--- config.mk ---
export PLATFORM = sky130hd
export DESIGN_NAME = tdm_dmx2
export DESIGN_NICKNAME = d
export VERILOG_FILES = /design/src/rtl/tdm_pkg.sv /design/src/rtl/dmx2.sv /design/src/rtl/tdm_dmx2.sv
export SDC_FILE = /design/constraint.sdc
export NUM_CORES = 1
export LEC_CHECK = 0
export CAP_MARGIN = 10
export CORE_MARGIN = 10
export CORE_UTILIZATION = 40
export CTS_CLUSTER_SIZE = 28
export DETAILED_ROUTE_END_ITERATION = 6
export PLACE_DENSITY = 0.67
export SLEW_MARGIN = 5
export SYNTH_ARGS = -nofsm -noshare
export SYNTH_HDL_FRONTEND = slang
export SYNTH_HIERARCHICAL = 1
export SYNTH_SLANG_ARGS = --single-unit
--- constraint.sdc ---
create_clock -name clk -period 3.7 [get_ports clk]
set_input_delay 0.74 -clock clk [delete_from_list [all_inputs] [get_ports clk]]
set_output_delay 0.74 -clock clk [all_outputs]
set_load 0.02 [all_outputs]
--- src/rtl/tdm_pkg.sv ---
// Shared definitions for the two-slot TDM mux/demux channel.
package tdm_pkg;

  localparam int unsigned WIDTH_DEF = 8;
  localparam int unsigned ERR_W_DEF = 8;

  // Frame-alignment states; 2'd3 is unused and recovers to ST_HUNT.
  typedef enum logic [1:0] {
    ST_HUNT  = 2'd0,
    ST_SLOT1 = 2'd1,
    ST_SLOT0 = 2'd2
  } state_t;

endpackage

--- src/rtl/dmx2.sv ---
// Combinational 1:2 steering: s=0 targets slot 0, s=1 targets slot 1.
module dmx2 #(
  parameter int unsigned WIDTH = 8
) (
  input  logic [WIDTH-1:0] d,
  input  logic             s,
  input  logic             en,
  output logic             we0,
  output logic             we1,
  output logic [WIDTH-1:0] q_c
);

  // Decode the slot select into per-slot write enables.
  always_comb begin
    we0 = en & ~s;
    we1 = en & s;
    q_c = d;
  end

endmodule

--- src/rtl/tdm_dmx2.sv ---
// Two-slot TDM demultiplexer with frame alignment and framing-error count.
module tdm_dmx2
  import tdm_pkg::*;
#(
  parameter int unsigned WIDTH = WIDTH_DEF,
  parameter int unsigned ERR_W = ERR_W_DEF
) (
  input  logic             clk,
  input  logic             rst,
  input  logic [WIDTH-1:0] d,
  input  logic             in_valid,
  input  logic             sync,
  output logic [WIDTH-1:0] y0,
  output logic [WIDTH-1:0] y1,
  output logic             out_valid,
  output logic             locked,
  output logic             frame_err,
  output logic [ERR_W-1:0] err_cnt
);

  state_t             state_q;
  state_t             state_d;
  logic [WIDTH-1:0]   h0_q;
  logic [WIDTH-1:0]   h0_d;
  logic [WIDTH-1:0]   y0_d;
  logic [WIDTH-1:0]   y1_d;
  logic               out_valid_d;
  logic               frame_err_d;
  logic [ERR_W-1:0]   err_cnt_d;

  logic               steer_s;
  logic               steer_en;
  logic               we0;
  logic               we1;
  logic [WIDTH-1:0]   dq;

  // A sync word always reloads h0; a non-sync word in SLOT1 completes the pair.
  always_comb begin
    steer_s  = ~sync & (state_q == ST_SLOT1);
    steer_en = in_valid & (sync | (state_q == ST_SLOT1));
  end

  dmx2 #(.WIDTH(WIDTH)) u_steer (
    .d   (d),
    .s   (steer_s),
    .en  (steer_en),
    .we0 (we0),
    .we1 (we1),
    .q_c (dq)
  );

  // Next-state, datapath loads and error detection.
  always_comb begin
    state_d     = state_q;
    h0_d        = h0_q;
    y0_d        = y0;
    y1_d        = y1;
    out_valid_d = 1'b0;
    frame_err_d = 1'b0;

    if (we0) begin
      h0_d = dq;
    end
    if (we1) begin
      y0_d        = h0_q;
      y1_d        = dq;
      out_valid_d = 1'b1;
    end

    case (state_q)
      ST_HUNT: begin
        if (in_valid && sync) state_d = ST_SLOT1;
      end
      ST_SLOT1: begin
        if (in_valid) begin
          if (sync) frame_err_d = 1'b1;
          else      state_d     = ST_SLOT0;
        end
      end
      ST_SLOT0: begin
        if (in_valid) begin
          if (sync) begin
            state_d = ST_SLOT1;
          end else begin
            frame_err_d = 1'b1;
            state_d     = ST_HUNT;
          end
        end
      end
      default: state_d = ST_HUNT;
    endcase

    err_cnt_d = err_cnt;
    if (frame_err_d && (err_cnt != {ERR_W{1'b1}})) begin
      err_cnt_d = err_cnt + ERR_W'(1);
    end
  end

  // State and output registers; reset overrides any input in the same cycle.
  always_ff @(posedge clk) begin
    if (rst) begin
      state_q   <= ST_HUNT;
      h0_q      <= '0;
      y0        <= '0;
      y1        <= '0;
      out_valid <= 1'b0;
      frame_err <= 1'b0;
      locked    <= 1'b0;
      err_cnt   <= '0;
    end else begin
      state_q   <= state_d;
      h0_q      <= h0_d;
      y0        <= y0_d;
      y1        <= y1_d;
      out_valid <= out_valid_d;
      frame_err <= frame_err_d;
      locked    <= (state_d != ST_HUNT);
      err_cnt   <= err_cnt_d;
    end
  end

endmodule

==> results.cfg <==
[pwr]
leakage_uw = 0.000718
comb_power_share_pct = 10.1
switching_share_pct = 22.7
power_density_nw_per_um2 = 367
p_int_uw = 568
sequentialPowerShare_pct = 56.4
p_total_uw = 735
ir_worst_vdd_mv = 0.218
clkPwrFrac_pct = 33.4
power.net_switching_uw = 167

[setup_path]
start_kind = input port
cp-end-kind = flip-flop
cpPeakStageDelay_ps = 600
cp_top_family = buffers and inverters
required_ps = 3910
crit_buf_inv = 1
worstSetupPathType = in -> reg
worst-path-max-fanout = 14
worstPathArrival_ps = 2490
cp_slowest_cell = clkdlybuf4s50_1
crit_chain = clkdlybuf4s50_1 -> xor2_2 -> o2111ai_2 -> or4_1 -> a21oi_1

[die]
start_util_pct = 42.2
die_h_um = 82.9
fp-row-count = 22
die_w_um = 82.9
io_pins = 39
core_sq_um = 3740
die_area_sq_um = 6870

[layout]
n_antenna_cell = 0
nets = 212
syn_to_final_growth_pct = 26.7
drive_above_1_share_pct = 6.22
finalInstanceArea_sq_um = 2000

[drt]
final_antenna_net_count = 0
drtIter0Drc = 138
drc_errors = 0
dr.pass1.iters = 4
dr_total_vias = 1189
routed_wl_um = 3210
vias_per_cell = 4.93
wire_per_inst_um = 13.3

[global_route]
grt_antenna_before_repair = 0
grt_max_degree = 22
grt_pass1_wl_um = 5670
grt_pass1_vias = 1210
grt.total_usage_pct = 9.73
gr-total-overflow = 0

[place]
dpl-instance-area_sq_um = 1930
place_congestion = 0.826
hpwlAfterDp_um = 2420
io_buffer_count = 38

[cts]
post_cts_buffers = 0
htree_levels = 2
clk_pin_slew_ps = 70
cts_sinks = 37
cts_buffer_depth = 2
cts.hold.buffers_added = 0
cts_made_buffers = 5
cts_root_buffer = clkbuf_8
clk_latency_ps = 270
cts.repair.resized = 0
cts_tree = yes

[logic_synthesis]
ys_seq_area_share_pct = 46.8
synth_top_area_share_pct = 46.8
synth_edf_count = 0
synth_area_leader_cell = dfxtp_1
syn_inst = 164
yosys_warnings = 6
syn-mean-instance-area_sq_um = 9.64
synth-main-ff-cell = dfxtp_1
synth_seq_cells = 37
syn_nets = 182
synthTopCellsByArea = dfxtp_1 47%, mux2i_1 16%, nor2_1 8.1%, ha_1 4.7%, buf_4 3.8%
synth_cell_types = 29
synth-async-reset-ratio_pct = 0
synth_area_sq_um = 1580

[hold_path]
hp-class = reg -> reg

[timing]
slew_headroom_pct = 59.8
drv_slew = 0
period_needed_ps = 2280
grt_setup_unrepaired = no
tightestPinTransition_ps = 601
hold_viol = 0
fmax_ghz = 0.439
setup_viol = 0
fin_worst_skew_ps = 2.30
holdWs_ps = 494
finalCritPeriodShare_pct = 61.5
fin_tns_setup_ps = 0

[job]
drv_cap = 0

[outcome]
outcome = completed
stage by stage:
step	utilization, %	cells	worst slack, ps
after CTS	53.5	241	1410
after global placement	51.5	235	1220
after floorplan	-	164	1860
final	53.5	241	1420
after global routing	53.5	241	1260
after detailed placement	51.5	235	1120
worst paths after layout:
path / from / end / slack, ps / depth (start not counted)
hold / removal: h0_q[3] / y0[3] / 490 / 2
setup / recovery: sync / err_cnt[6] / 1420 / 5
hold reg to reg: h0_q[3] / y0[3] / 490 / 2
setup reg to reg: state_q[0] / err_cnt[6] / 1720 / 6
registers in the layout, indices dropped and copies added (netlist names):
name / cells
err_cnt: 8
h0_q: 8
y0: 8
y1: 8
state_q: 2
frame_err: 1
locked: 1
out_valid: 1
kinds of logic after synthesis:
kind of cell    count (synthesis)  synth area share, %
mux                            25                 15.8
xor+xnor                        2                 1.58
compound gates                 18                 7.60
simple gates                   55                 15.9
flops                          37                 46.8
fa+ha+maj                       6                 4.75
buf+inv                        21                 7.52
metal layers:
metal | vias up | part of all wire (%) | GRT usage (%)
li1 | 606 | - | -
met1 | 560 | 41 | 10.1
met2 | 21 | 50 | 15.9
met3 | 2 | 7.6 | 5.18
met4 | 0 | 0.90 | 4.15
met5 | - | 0 | 0
tightest hold or removal path: cells and delay by family (launching register included):
family	cells	cell delay, ps
flip-flops	1	320
multiplexers	1	70
AND/OR/NAND/NOR	1	70
cell usage after synthesis, types with 2 or more instances:
library cell  number
mux2i_1           25
ha_1               6
clkbuf_1           2
nand3_1            5
buf_2              2
buf_1              3
o31ai_1            3
and2b_2            2
or3_1              3
o21ai_0            4
buf_4              8
nor2_1            34
dfxtp_1           37
inv_1              5
a21oi_1            6
nand2_1            4
or4_1              3
cell usage in the layout, fill, tap and decap left out, drive strengths merged:
| cell | count |
|---|---|
| inv | 5 |
| clkdlybuf4s50 | 38 |
| mux2i | 25 |
| nor2 | 34 |
| nand2 | 4 |
| and2 | 1 |
| xor2 | 2 |
| or4 | 3 |
| o32ai | 1 |
| o221ai | 1 |
| o21a | 1 |
| o21ai | 4 |
| and2b | 2 |
| nand4 | 1 |
| nand3 | 5 |
| dfxtp | 37 |
| clkinv | 1 |
| a21oi | 6 |
| buf | 1 |
| a22oi | 1 |
| nor2b | 1 |
| nor3 | 1 |
| clkbuf | 5 |
| ha | 6 |
| o2111ai | 1 |
| or3 | 3 |
| o31ai | 3 |
area by class of cell:
cell class,instances,area (sq um)
fill,357,1740
timing repair buffer,39,388
clock inverter,1,5.00
inverter,5,18.8
sequential,37,741
multi-input combinational,106,722
clock buffer,5,68.8
tap,48,60.1
power groups by stage:
stage | combinational, uW | sequential [uW] | clock (uW)
global placement | 72.1 | 423 | 0
finish | 74.3 | 415 | 246
floorplan | 48.6 | 427 | 0
CTS | 75.4 | 415 | 255
detailed placement | 75.3 | 424 | 0
global route | 82.9 | 416 | 277
Note: power is estimated with default switching activity, not from simulation.
